### src/rtl/isa_pkg.sv
// ----------------------------------------------------------------------------
// isa_pkg
//
// Shared definitions for the ISA instruction FIFO path. The issuer on the
// transmit side and the accelerator dispatcher on the receive side both use it.
//
// Contents:
//   ISA, ADDR             field widths of one ISA FIFO entry {op, addr}
//   LEN_W                 width of the host command length field (words)
//   RD_BURST / WR_BURST   default words carried by one read / write entry
//   WORD_BYTES            byte stride of one word
//   OP_*                  opcode encodings
//   isa_state_e           issuer FSM state encoding
//   isa_op_legal()        true for opcodes that may be turned into entries
// ----------------------------------------------------------------------------
package isa_pkg;

  localparam int ISA        = 2;
  localparam int ADDR       = 32;
  localparam int LEN_W      = 16;
  localparam int RD_BURST   = 8;
  localparam int WR_BURST   = 16;
  localparam int WORD_BYTES = 4;

  localparam logic [ISA-1:0] OP_NOP   = 2'b00;
  localparam logic [ISA-1:0] OP_READ  = 2'b01;
  localparam logic [ISA-1:0] OP_WRITE = 2'b10;
  localparam logic [ISA-1:0] OP_RSVD  = 2'b11;

  typedef enum logic [1:0] {
    ST_IDLE  = 2'd0,
    ST_ISSUE = 2'd1,
    ST_DONE  = 2'd2
  } isa_state_e;

  // Only read and write produce FIFO entries; NOP and the reserved code are
  // rejected at the command interface.
  function automatic logic isa_op_legal(input logic [ISA-1:0] op);
    return (op == OP_READ) || (op == OP_WRITE);
  endfunction

endpackage

### src/rtl/isa_cmd_issuer.sv
// ----------------------------------------------------------------------------
// isa_cmd_issuer
//
// Transmit side of the ISA instruction FIFO. Accepts one host transfer command
// (opcode, byte base address, length in words) and splits it into per-burst
// ISA entries {opcode, addr}. Entries are written into the ISA FIFO while its
// full flag is low; a full FIFO stalls the issuer indefinitely with every
// register held.
//
// Reads use RD_BURST words per entry, writes WR_BURST words per entry. A
// command produces ceil(cmd_len / burst) entries; a short final burst is still
// issued as a full entry. Addresses advance by burst*WORD_BYTES and wrap
// silently at 2^ADDR.
//
// Optional build macro:
//   ISA_ALIGN_CHECK_EN  when defined, a command whose cmd_addr[1:0] != 0 is
//                       rejected exactly like an illegal opcode. When not
//                       defined, the address is taken as given and its low
//                       bits are carried into every entry.
//
// Handshake (command side): a command transfers on a cycle where
// cmd_valid && cmd_ready. cmd_ready is high only in IDLE (and low during reset
// and the first cycle after it). The host holds cmd_valid and the command
// fields until that cycle; cmd_valid seen while cmd_ready is low is ignored.
// FIFO side: ISA_FIFO_wr_en is a write strobe qualified by !ISA_FIFO_full, so
// every cycle with wr_en high is one accepted entry.
//
// Ports:
//   clk, rst_n       clock, synchronous active-low reset
//   cmd_valid        host command present
//   cmd_ready        issuer can accept a command
//   cmd_op           01 read, 10 write, 00/11 illegal
//   cmd_addr         byte base address
//   cmd_len          transfer length in words
//   ISA_FIFO_full    ISA FIFO full flag
//   ISA_FIFO_din     entry {op, addr}
//   ISA_FIFO_wr_en   FIFO write strobe
//   busy             command in progress (ISSUE state)
//   done             one-cycle pulse: command complete
//   err_illegal      one-cycle pulse: command rejected
//   issued_count     running total of entries written, wraps at 2^16
//   dbg_state        current FSM state (isa_state_e encoding)
// ----------------------------------------------------------------------------
module isa_cmd_issuer
  import isa_pkg::*;
#(
  parameter int LEN_W      = isa_pkg::LEN_W,
  parameter int RD_BURST   = isa_pkg::RD_BURST,
  parameter int WR_BURST   = isa_pkg::WR_BURST,
  parameter int WORD_BYTES = isa_pkg::WORD_BYTES
) (
  input  logic                clk,
  input  logic                rst_n,

  input  logic                cmd_valid,
  output logic                cmd_ready,
  input  logic [ISA-1:0]      cmd_op,
  input  logic [ADDR-1:0]     cmd_addr,
  input  logic [LEN_W-1:0]    cmd_len,

  input  logic                ISA_FIFO_full,
  output logic [ISA+ADDR-1:0] ISA_FIFO_din,
  output logic                ISA_FIFO_wr_en,

  output logic                busy,
  output logic                done,
  output logic                err_illegal,
  output logic [15:0]         issued_count,
  output logic [1:0]          dbg_state
);

  isa_state_e        state;

  // Latched command context, advanced once per accepted entry.
  logic [ISA-1:0]    op_r;
  logic [ADDR-1:0]   addr_r;
  logic [LEN_W-1:0]  rem_r;
  logic [LEN_W-1:0]  burst_r;

  logic              cmd_fire;
  logic              cmd_reject;
  logic [LEN_W-1:0]  cmd_burst;
  logic [ADDR-1:0]   addr_stride;
  logic [LEN_W-1:0]  rem_next;
  logic              last_entry;

  assign cmd_fire = cmd_valid && cmd_ready;

`ifdef ISA_ALIGN_CHECK_EN
  // Word-unaligned base addresses are refused up front so that no entry ever
  // carries stray byte-offset bits.
  assign cmd_reject = !isa_op_legal(cmd_op) || (cmd_addr[1:0] != 2'b00);
`else
  assign cmd_reject = !isa_op_legal(cmd_op);
`endif

  assign cmd_burst = (cmd_op == OP_READ) ? LEN_W'(RD_BURST) : LEN_W'(WR_BURST);

  // Byte distance between consecutive entries; the add below is modulo 2^ADDR.
  assign addr_stride = ADDR'(burst_r) * ADDR'(WORD_BYTES);

  // Remaining words saturate at zero so a short final burst cannot underflow.
  assign rem_next   = (rem_r > burst_r) ? (rem_r - burst_r) : '0;
  assign last_entry = (rem_r <= burst_r);

  // The entry and its strobe come straight from registers and the full flag,
  // so a stalled entry stays on din unchanged until the FIFO takes it.
  assign ISA_FIFO_din   = {op_r, addr_r};
  assign ISA_FIFO_wr_en = (state == ST_ISSUE) && !ISA_FIFO_full;

  assign dbg_state = state;

  always_ff @(posedge clk) begin
    if (!rst_n) begin
      state        <= ST_IDLE;
      cmd_ready    <= 1'b0;
      busy         <= 1'b0;
      done         <= 1'b0;
      err_illegal  <= 1'b0;
      op_r         <= '0;
      addr_r       <= '0;
      rem_r        <= '0;
      burst_r      <= '0;
      issued_count <= '0;
    end else begin
      // Both status strobes are single-cycle pulses unless re-armed below.
      done        <= 1'b0;
      err_illegal <= 1'b0;

      case (state)
        ST_IDLE: begin
          cmd_ready <= 1'b1;
          if (cmd_fire) begin
            if (cmd_reject) begin
              // Rejected commands leave the latched context untouched and
              // keep the interface open for the next command.
              err_illegal <= 1'b1;
            end else begin
              op_r      <= cmd_op;
              addr_r    <= cmd_addr;
              rem_r     <= cmd_len;
              burst_r   <= cmd_burst;
              cmd_ready <= 1'b0;
              if (cmd_len == '0) begin
                // Nothing to issue: complete immediately.
                state <= ST_DONE;
                done  <= 1'b1;
              end else begin
                state <= ST_ISSUE;
                busy  <= 1'b1;
              end
            end
          end
        end

        ST_ISSUE: begin
          cmd_ready <= 1'b0;
          if (ISA_FIFO_wr_en) begin
            addr_r       <= addr_r + addr_stride;
            rem_r        <= rem_next;
            issued_count <= issued_count + 16'd1;
            if (last_entry) begin
              state <= ST_DONE;
              busy  <= 1'b0;
              done  <= 1'b1;
            end
          end
        end

        ST_DONE: begin
          // done is high during this state; cmd_ready follows one cycle later.
          state     <= ST_IDLE;
          cmd_ready <= 1'b1;
        end

        default: begin
          state     <= ST_IDLE;
          cmd_ready <= 1'b0;
          busy      <= 1'b0;
        end
      endcase
    end
  end

endmodule

### config.mk
export PLATFORM = sky130hd
export DESIGN_NAME = isa_cmd_issuer
export DESIGN_NICKNAME = d
export VERILOG_FILES = /design/src/rtl/isa_pkg.sv /design/src/rtl/isa_cmd_issuer.sv
export SDC_FILE = /design/constraint.sdc
export NUM_CORES = 1
export LEC_CHECK = 0
export BUFFER_PORTS_ARGS = -buffer_cell sky130_fd_sc_hd__buf_2
export CELL_PAD_IN_SITES_DETAIL_PLACEMENT = 2
export CELL_PAD_IN_SITES_GLOBAL_PLACEMENT = 2
export CORE_MARGIN = 2
export CORE_UTILIZATION = 33
export CTS_BUF_LIST = sky130_fd_sc_hd__clkbuf_4
export DETAILED_ROUTE_END_ITERATION = 12
export GPL_TIMING_DRIVEN = 1
export HOLD_SLACK_MARGIN = 0.02
export PLACE_DENSITY_LB_ADDON = 0.15
export SYNTH_ARGS = -nofsm -noshare
export SYNTH_HDL_FRONTEND = slang
export SYNTH_SLANG_ARGS = --single-unit
### constraint.sdc
create_clock -name clk -period 4.49 [get_ports clk]
set_input_delay 0 -clock clk [delete_from_list [all_inputs] [get_ports clk]]
set_output_delay 0 -clock clk [all_outputs]
set_load 0.02 [all_outputs]
==> impl_metrics.json, run 1 <==
{
  "switching_power_mw": 0.563,
  "cts.clk_slew.worst_paths_ps": 160,
  "syn_area_per_cell_um2": 7.84,
  "min_from": "rst_n",
  "layout_commonest_cell": "buf_2",
  "endpoint_kind": "register",
  "hold_end": "addr_r[13]",
  "power_frac_comb": 0.232,
  "async_flop_share": 0,
  "grtUsageMet1": 0.315,
  "hp-class": "primary input to register",
  "ir_worst_vdd_v": 0.000189,
  "rr_startpoint": "burst_r[3]",
  "fmax_mhz": 349,
  "synth_area_leader_cell": "dfxtp_1",
  "die_h_um": 115,
  "wl_um": 16200,
  "die_area_um2": 13100,
  "grt_first_pass_wirelength_um": 26300,
  "place_ws_ps": 1660,
  "post_cts_resized": 0,
  "arrival_ps": 3180,
  "area_delta_synth_final_pct": 32.2,
  "numCtsBuffers": 9,
  "htreeDepth": 3,
  "ant_nets": 0,
  "period_needed_ps": 2860,
  "vias": 4630,
  "worst_slack_ps": 1630,
  "finalMaxSlewViolations": 0,
  "seq_area_frac_synth": 0.367,
  "clock_latency_ps": 470,
  "critPathLaunchType": "register",
  "power.leakage_nw": 2.21,
  "run_status": "complete, no violations",
  "cts_buffer_depth": 2,
  "cap_violations": 0,
  "clkPwrFrac": 0.305,
  "whs_ps": 177,
  "synth_area_leaders": "dfxtp_1 37%, nand2_1 6.3%, a21oi_1 4.3%",
  "via_per_inst": 5.75,
  "design_area_um2": 5340,
  "antenna_found_initial": 0,
  "path_class": "register to register",
  "coreArea_um2": 12000,
  "hold_viol_final": 0,
  "rows": 40,
  "start_util": 0.338,
  "grt.busiest_layer": "met2",
  "r2r_setup_slack_ps": 1630,
  "drive_gt1_frac": 0.231,
  "critical_path.max_fanout": 13,
  "die-width_um": 115,
  "final_cell_mix": "110 x buf_2, 74 x dfxtp_1, 68 x nand2_1, 52 x dlygate4sd3_1, 46 x nor2_1",
  "grt_pass1_vias": 5013,
  "n_fill_cell": 1362,
  "seqPwrFrac": 0.463,
  "finalCoreUtilization": 0.446,
  "synth_cell_types": 64,
  "syn_inst": 515,
  "ys_seq_elements": 74,
  "fin_crit_sh": 0.638,
  "worst_pin_slew_ps": 1240,
  "tns_ps": 0,
  "synth_top_area_frac": 0.367,
  "ff_latch_area_um2": 1480,
  "timing.slew.headroom": 0.169,
  "fin_cells": 805,
  "grt-ovfl-total": 0,
  "critPathRequiredTime_ps": 4810,
  "drtPass1Iterations": 4,
  "p_int_mw": 1.02,
  "grt_util_met2": 0.458,
  "dp_cells": 737,
  "place_congestion": 0.790,
  "syn_area_um2": 4040,
  "tritoncts": "built",
  "drtIter0Drc": 244,
  "io_buffers": 110,
  "wl_per_cell_um": 20.1,
  "drcViolationCount": 0,
  "nets": 715,
  "r2r_cells": 7,
  "swShare": 0.356,
  "synth_enable_flop_cells": 0,
  "hpwl_um": 10700,
  "whs_path_depth": 2,
  "yosys_warnings": 0,
  "multi_input_area_um2": 2380,
  "rsz0062_at_grt": "false",
  "synth_ff_type": "dfxtp_1",
  "total_power_mw": 1.58,
  "diodes": 0,
  "power.density_nw_per_um2": 296,
  "grtUsageTotal": 0.256,
  "cts_root_buf": "clkbuf_4",
  "grtUsageMet3": 0.0455,
  "ios": 111,
  "cts.sinks": 74,
  "finalClockSkew_ps": 19.7,
  "finalSetupViolCount": 0,
  "reg2reg_to": "addr_r[27]",
  "grt_max_degree": 47,
  "syn_nets": 577,
  "dpl_cell_area_um2": 4660
}
[routing by layer]
metal  up-vias  routed length [µm]
li1       2186                   -
met4         0                 162
met5         -                   0
met2       114                8220
met3        11                 747
met1      2319                7060
[cells by family (layout without fill, tap and decap cells)]
group                      count (synthesis)  after routing  synth area share
and+or+nand+nor                          231            231             0.288
muxes                                      1              1           0.00248
AOI/OAI and AO/OA                        140            140             0.238
xor gates and xnor gates                  13             13            0.0282
buffers and inverters                     48            191            0.0486
DFF                                       74             74             0.367
adders and majority gates                  8              8            0.0285
[final cells by class]
| class | count | share of cell area |
|---|---|---|
| clock inverter | 7 | 0.0159 |
| timing repair buffer | 167 | 0.208 |
| multi-input combinational | 393 | 0.446 |
| clock buffer | 9 | 0.0127 |
| sequential | 74 | 0.278 |
| inverter | 8 | 0.00563 |
| tap | 147 | 0.0345 |
[sequential cells by signal (all words and copies together), names as in the netlist]
signal	cells
addr_r	32
issued_count	16
rem_r	16
burst_r	2
dbg_state	2
op_r	2
busy	1
cmd_ready	1
done	1
err_illegal	1
[worst max path at each step]
stage / start / slack [ps] / depth (start not counted) / endpoint
final: burst_r[3] / 1630 / 7 / addr_r[27]
after global routing: burst_r[3] / 1370 / 7 / addr_r[27]
after CTS: burst_r[3] / 1620 / 7 / addr_r[27]
after detailed placement: burst_r[3] / 1660 / 7 / addr_r[27]
after global placement: burst_r[3] / 1870 / 7 / addr_r[31]
after floorplan: burst_r[3] / 2130 / 8 / rem_r[15]
[cell usage after synthesis (all sizes together), types with 3 or more instances]
| library cell | number |
|---|---|
| dfxtp | 74 |
| nand2 | 68 |
| nor2 | 46 |
| a21oi | 35 |
| clkbuf | 32 |
| nand3 | 28 |
| o21ai | 27 |
| a31oi | 15 |
| nor3 | 13 |
| nor4 | 12 |
| and3 | 11 |
| nand4 | 11 |
| xor2 | 11 |
| and4 | 9 |
| or3 | 9 |
| buf | 8 |
| inv | 8 |
| a311oi | 7 |
| ha | 6 |
| o221a | 6 |
| a32oi | 5 |
| and2 | 5 |
| nor3b | 5 |
| o22ai | 5 |
| o31ai | 5 |
| a21o | 4 |
| nand2b | 4 |
| o221ai | 4 |
| a32o | 3 |
| nor2b | 3 |
| o211ai | 3 |
| o31a | 3 |
[critical path, cell delays in order (launching register included)]
cell and delay, ps:
dfxtp_1 400, ha_1 200, fa_1 230, nand3_1 200, nor4_2 1100, a41oi_1 250
o21ai_0 240, a21oi_1 80
[what timing repair did]
| action | CTS | global route |
|---|---|---|
| setup buffers | 0 | 0 |
| endpoints found under the hold margin | 58 | 0 |
| hold buffers | 52 | 0 |
[power by group through the flow]
stage / Clock [mW] / Sequential [mW] / Combinational, mW
3_5_place_dp: 0 / 0.746 / 0.328
6_report: 0.483 / 0.732 / 0.366
5_1_grt: 0.527 / 0.738 / 0.403
3_3_place_gp: 0 / 0.742 / 0.316
2_1_floorplan: 0 / 0.763 / 0.195
4_1_cts: 0.490 / 0.732 / 0.363
No activity file was read; power rests on OpenSTA's default activity.
==> run 2: changes to the inputs <==
--- a/config.mk
+++ b/config.mk
@@ -9,7 +9,7 @@
 export CELL_PAD_IN_SITES_DETAIL_PLACEMENT = 2
 export CELL_PAD_IN_SITES_GLOBAL_PLACEMENT = 2
 export CORE_MARGIN = 2
-export CORE_UTILIZATION = 33
+export CORE_UTILIZATION = 30
 export CTS_BUF_LIST = sky130_fd_sc_hd__clkbuf_4
 export DETAILED_ROUTE_END_ITERATION = 12
 export GPL_TIMING_DRIVEN = 1
==> constraint.sdc (replaced) <==
create_clock -name clk -period 2.7 [get_ports clk]
set_input_delay 0 -clock clk [delete_from_list [all_inputs] [get_ports clk]]
set_output_delay 0 -clock clk [all_outputs]
set_load 0.02 [all_outputs]
==> run 2 against run 1 <==
Compared with the run above: design area up 2.2%; clock skew fell by 0.89 ps; sequential share of layout area fell by 0.59 points; flip-flop and latch count unchanged; largest power group unchanged.
==> impl_metrics.json, run 2 (same netlist as run 1, synthesis figures left out) <==
{
  "finalClockSkew_ps": 18.8,
  "tritoncts": "built",
  "cts_buffer_depth": 2,
  "n_fill_cell": 1566,
  "ios": 111,
  "ant_nets": 0,
  "crit_slowest_cell": "or4_4",
  "total_power_mw": 2.49,
  "drtPass1Iterations": 4,
  "cts_root_buf": "clkbuf_4",
  "antenna_found_initial": 1,
  "reg_top3": "addr_r x32, issued_count x16, rem_r x16",
  "switching_power_mw": 0.893,
  "area_delta_synth_final_pct": 35.0,
  "p_int_mw": 1.60,
  "rows": 42,
  "cts_setup_buffers": 0,
  "layout_commonest_cell": "buf_2",
  "wl_um": 16100,
  "place_congestion": 0.782,
  "power_frac_comb": 0.256,
  "htreeDepth": 3,
  "seqPwrFrac": 0.488,
  "largest_register_ffs": 32,
  "endpoint_kind": "register",
  "tns_ps": 0,
  "hpwl_um": 11000,
  "coreArea_um2": 13200,
  "ir_worst_vdd_v": 0.000207,
  "finalMaxSlewViolations": 0,
  "cap_violations": 0,
  "grt_pass1_vias": 5184,
  "power.density_nw_per_um2": 456,
  "worst_pin_slew_ps": 660,
  "drive_gt1_frac": 0.244,
  "drcViolationCount": 0,
  "largest_register": "addr_r",
  "fin_crit_sh": 0.944,
  "critPathRequiredTime_ps": 3040,
  "wl_per_cell_um": 19.1,
  "die_h_um": 120,
  "clock_latency_ps": 460,
  "finalCoreUtilization": 0.413,
  "die_area_um2": 14400,
  "cts.sinks": 74,
  "arrival_ps": 2880,
  "die-width_um": 120,
  "vias": 4687,
  "grt-ovfl-total": 0,
  "finalSetupViolCount": 0,
  "drtIter0Drc": 204,
  "cts.clk_slew.worst_paths_ps": 130,
  "path_class": "register to register",
  "ff_latch_area_um2": 1480,
  "hp-class": "primary input to register",
  "crit_chain": "ha_1 -> inv_1 -> fa_1 -> or4_4 -> or3_1 -> o31a_1 -> o211ai_1 -> a21oi_1",
  "run_status": "complete, no violations",
  "nets": 726,
  "max_stage_delay_ps": 480,
  "io_buffers": 110,
  "fmax_mhz": 393,
  "grt_first_pass_wirelength_um": 26600,
  "power.leakage_nw": 2.26,
  "timing.slew.headroom": 0.559,
  "hold_viol_final": 0,
  "start_util": 0.306,
  "grtUsageTotal": 0.231,
  "grt_max_degree": 44,
  "rsz0062_at_grt": "false",
  "via_per_inst": 5.54,
  "numCtsBuffers": 9,
  "final_cell_mix": "110 x buf_2, 74 x dfxtp_1, 68 x nand2_1, 53 x dlygate4sd3_1, 46 x nor2_1",
  "swShare": 0.359,
  "period_needed_ps": 2550,
  "critical_path.max_fanout": 7,
  "critPathLaunchType": "register",
  "clkPwrFrac": 0.256,
  "multi_input_area_um2": 2390
}
==> run 2: final timing paths <==
check / depth (start not counted) / endpoint / slack, ps / from
setup reg to reg: 8 / rem_r[15] / 150 / burst_r[3]
setup / recovery: 8 / rem_r[15] / 150 / burst_r[3]
hold reg to reg: 2 / addr_r[1] / 470 / addr_r[1]
hold / removal: 4 / addr_r[1] / 320 / cmd_addr[1]
==> run 2: worst max-delay path, delay by kind of cell, from the launching register on <==
family                   cells  cell delay [ps]
adder cells (fa/ha/maj)      2              600
buffers and inverters        1               60
flip-flops                   1              380
AO/OA/AOI/OAI                3              550
AND/OR/NAND/NOR              2              850
==> run 2: per-stage QoR <==
step / hold WS, ps / area, µm² / std cells / worst slack (ps)
floorplan: 81.6 / 4040 / 515 / 340
global route: 288 / 5450 / 846 / 5.91
detailed placement: 258 / 4800 / 776 / 76.1
finish: 317 / 5450 / 846 / 152
CTS: 280 / 5440 / 845 / 51.3
global placement: 240 / 4800 / 776 / 192
==> run 2: area by class of cell <==
class | count | share of cell area
antenna | 1 | 0.000459
clock buffer | 9 | 0.0124
clock inverter | 7 | 0.00826
inverter | 8 | 0.00551
multi-input combinational | 393 | 0.438
sequential | 74 | 0.272
tap | 176 | 0.0404
timing repair buffer | 178 | 0.223
==> run 2: repair_timing <==
action / CTS / global route
hold endpoints to repair: 60 / 0
hold buffers: 53 / 0
gates resized for setup: 0 / 2
setup endpoints to repair: 0 / 4
==> run 2: power by group through the flow <==
stage / registers, mW / clock network [mW] / logic, mW
finish: 1.21 / 0.638 / 0.636
global route: 1.23 / 0.713 / 0.698
CTS: 1.21 / 0.667 / 0.630
detailed placement: 1.24 / 0 / 0.566
global placement: 1.23 / 0 / 0.548
floorplan: 1.27 / 0 / 0.324
==> run 2: routing by layer <==
layer	vias to the layer above	share of wire	global-route usage	wire, µm
li1	2218	-	-	-
met1	2343	0.43	0.271	6930
met2	111	0.51	0.417	8260
met3	15	0.048	0.0575	775
met4	0	0.011	0.0596	170
met5	-	0	0	0
==> run 3: changes to the inputs <==
--- a/config.mk
+++ b/config.mk
@@ -15,6 +15,7 @@
 export GPL_TIMING_DRIVEN = 1
 export HOLD_SLACK_MARGIN = 0.02
 export PLACE_DENSITY_LB_ADDON = 0.15
+export RECOVER_POWER = 100
 export SYNTH_ARGS = -nofsm -noshare
 export SYNTH_HDL_FRONTEND = slang
 export SYNTH_SLANG_ARGS = --single-unit
==> run 3 against run 2 <==
Compared with the run above: non-clock buffer count unchanged; hold slack better by 1.0 ps; clock power hardly changed; first-iteration DRC count down 6.9%; global-route usage did not move; sequential power hardly changed.
==> impl_metrics.json, run 3 (same netlist as run 1, synthesis figures left out) <==
{
  "coreArea_um2": 13200,
  "fmax_mhz": 390,
  "layout_commonest_cell": "dfxtp_1",
  "critical_path.max_fanout": 7,
  "cts_root_buf": "clkbuf_4",
  "antenna_found_initial": 1,
  "period_needed_ps": 2560,
  "ant_nets": 0,
  "seqPwrFrac": 0.493,
  "max_stage_delay_ps": 490,
  "critPathRequiredTime_ps": 3040,
  "path_class": "register to register",
  "die_area_um2": 14400,
  "design_area_um2": 5330,
  "clock_latency_ps": 460,
  "ff_latch_area_um2": 1480,
  "p_int_mw": 1.58,
  "drtPass1Iterations": 6,
  "via_per_inst": 5.51,
  "rsz0062_at_grt": "false",
  "crit_slowest_cell": "or4_4",
  "numCtsBuffers": 9,
  "grtUsageTotal": 0.231,
  "n_fill_cell": 1607,
  "dpl_cell_area_um2": 4800,
  "switching_power_mw": 0.890,
  "area_delta_synth_final_pct": 32.1,
  "die_h_um": 120,
  "fin_crit_sh": 0.949,
  "drcViolationCount": 0,
  "hp-class": "primary input to register",
  "largest_register": "addr_r",
  "hold_viol_final": 0,
  "run_status": "complete, no violations",
  "ios": 111,
  "wl_um": 16200,
  "grt-ovfl-total": 0,
  "grt_first_pass_wirelength_um": 26600,
  "worst_pin_slew_ps": 638,
  "power.leakage_nw": 1.99,
  "grt_max_degree": 44,
  "ir_worst_vdd_v": 0.000206,
  "vias": 4665,
  "reg_top3": "addr_r x32, issued_count x16, rem_r x16",
  "largest_register_ffs": 32,
  "htreeDepth": 3,
  "wl_per_cell_um": 19.1,
  "cap_violations": 0,
  "swShare": 0.361,
  "nets": 726,
  "io_buffers": 110,
  "place_congestion": 0.782,
  "arrival_ps": 2900,
  "clkPwrFrac": 0.258,
  "critPathLaunchType": "register",
  "finalClockSkew_ps": 19.7,
  "finalMaxSlewViolations": 0,
  "drive_gt1_frac": 0.146,
  "cts_setup_buffers": 0,
  "drtIter0Drc": 190,
  "grt_pass1_vias": 5184,
  "timing.slew.headroom": 0.574,
  "hpwl_um": 11000,
  "cts.clk_slew.worst_paths_ps": 130,
  "cts_buffer_depth": 2,
  "power.density_nw_per_um2": 463,
  "final_cell_mix": "74 x dfxtp_1, 68 x nand2_1, 61 x clkbuf_1, 53 x dlygate4sd3_1, 53 x buf_2",
  "tns_ps": 0,
  "tritoncts": "built",
  "rows": 42,
  "finalSetupViolCount": 0,
  "die-width_um": 120,
  "cts.sinks": 74,
  "power_frac_comb": 0.249,
  "multi_input_area_um2": 2370,
  "endpoint_kind": "register",
  "start_util": 0.306,
  "crit_chain": "ha_1 -> inv_1 -> fa_1 -> or4_4 -> or3_1 -> o31a_1 -> o211ai_1 -> a21oi_1"
}
-- run 3: changes by cell type in the layout (fill, tap and decap cells not counted), sizes merged --
cell,before,now
buf,125,63
clkbuf,9,71
diode,1,2
-- run 3: final timing paths --
kind               start   endpoint  slack [ps]  depth (start not counted)
max           burst_r[3]  rem_r[15]         140                          8
min          cmd_addr[1]  addr_r[1]         320                          4
max reg2reg   burst_r[3]  rem_r[15]         140                          8
min reg2reg    addr_r[1]  addr_r[1]         470                          2
-- run 3: through the flow --
step	worst slack [ps]	util	hold WS, ps	cells	total power [mW]
floorplan	340	-	81.6	515	1.59
global placement	192	0.364	240	776	1.78
detailed placement	76.1	0.364	258	776	1.80
CTS	51.3	0.413	280	845	2.51
global route	5.91	0.404	288	846	2.62
finish	138	0.404	318	847	2.47
-- run 3: layout make-up --
cell class,instances,area share
Antenna cell,2,0.000939
Clock buffer,9,0.0127
Clock inverter,7,0.00845
Inverter,8,0.00563
Multi-Input combinational cell,393,0.444
Sequential cell,74,0.278
Tap cell,176,0.0413
Timing Repair Buffer,178,0.210
-- run 3: repair_timing --
action,in CTS,in global routing
hold buffers,53,0
gates resized for setup,0,2
endpoints found under the hold margin,60,0
endpoints found under the setup margin,0,4
-- run 3: worst max-delay path, delay by kind of cell (launching register included) --
family | cells | cell delay [ps]
compound gates | 3 | 550
fa+ha+maj | 2 | 600
buf+inv | 1 | 60
flops | 1 | 380
simple gates | 2 | 860
-- run 3: routing by layer --
metal,track usage,routed length [µm],up-vias
met3,0.0575,833,13
met5,0,0,-
met4,0.0596,157,0
li1,-,-,2222
met2,0.417,8250,106
met1,0.271,6940,2324
-- run 3: power by group through the flow --
stage	combinational (mW)	sequential, mW	clock, mW
6_report	0.615	1.22	0.636
4_1_cts	0.630	1.21	0.667
3_3_place_gp	0.548	1.23	0
5_1_grt	0.676	1.23	0.713
3_5_place_dp	0.566	1.24	0
2_1_floorplan	0.324	1.27	0
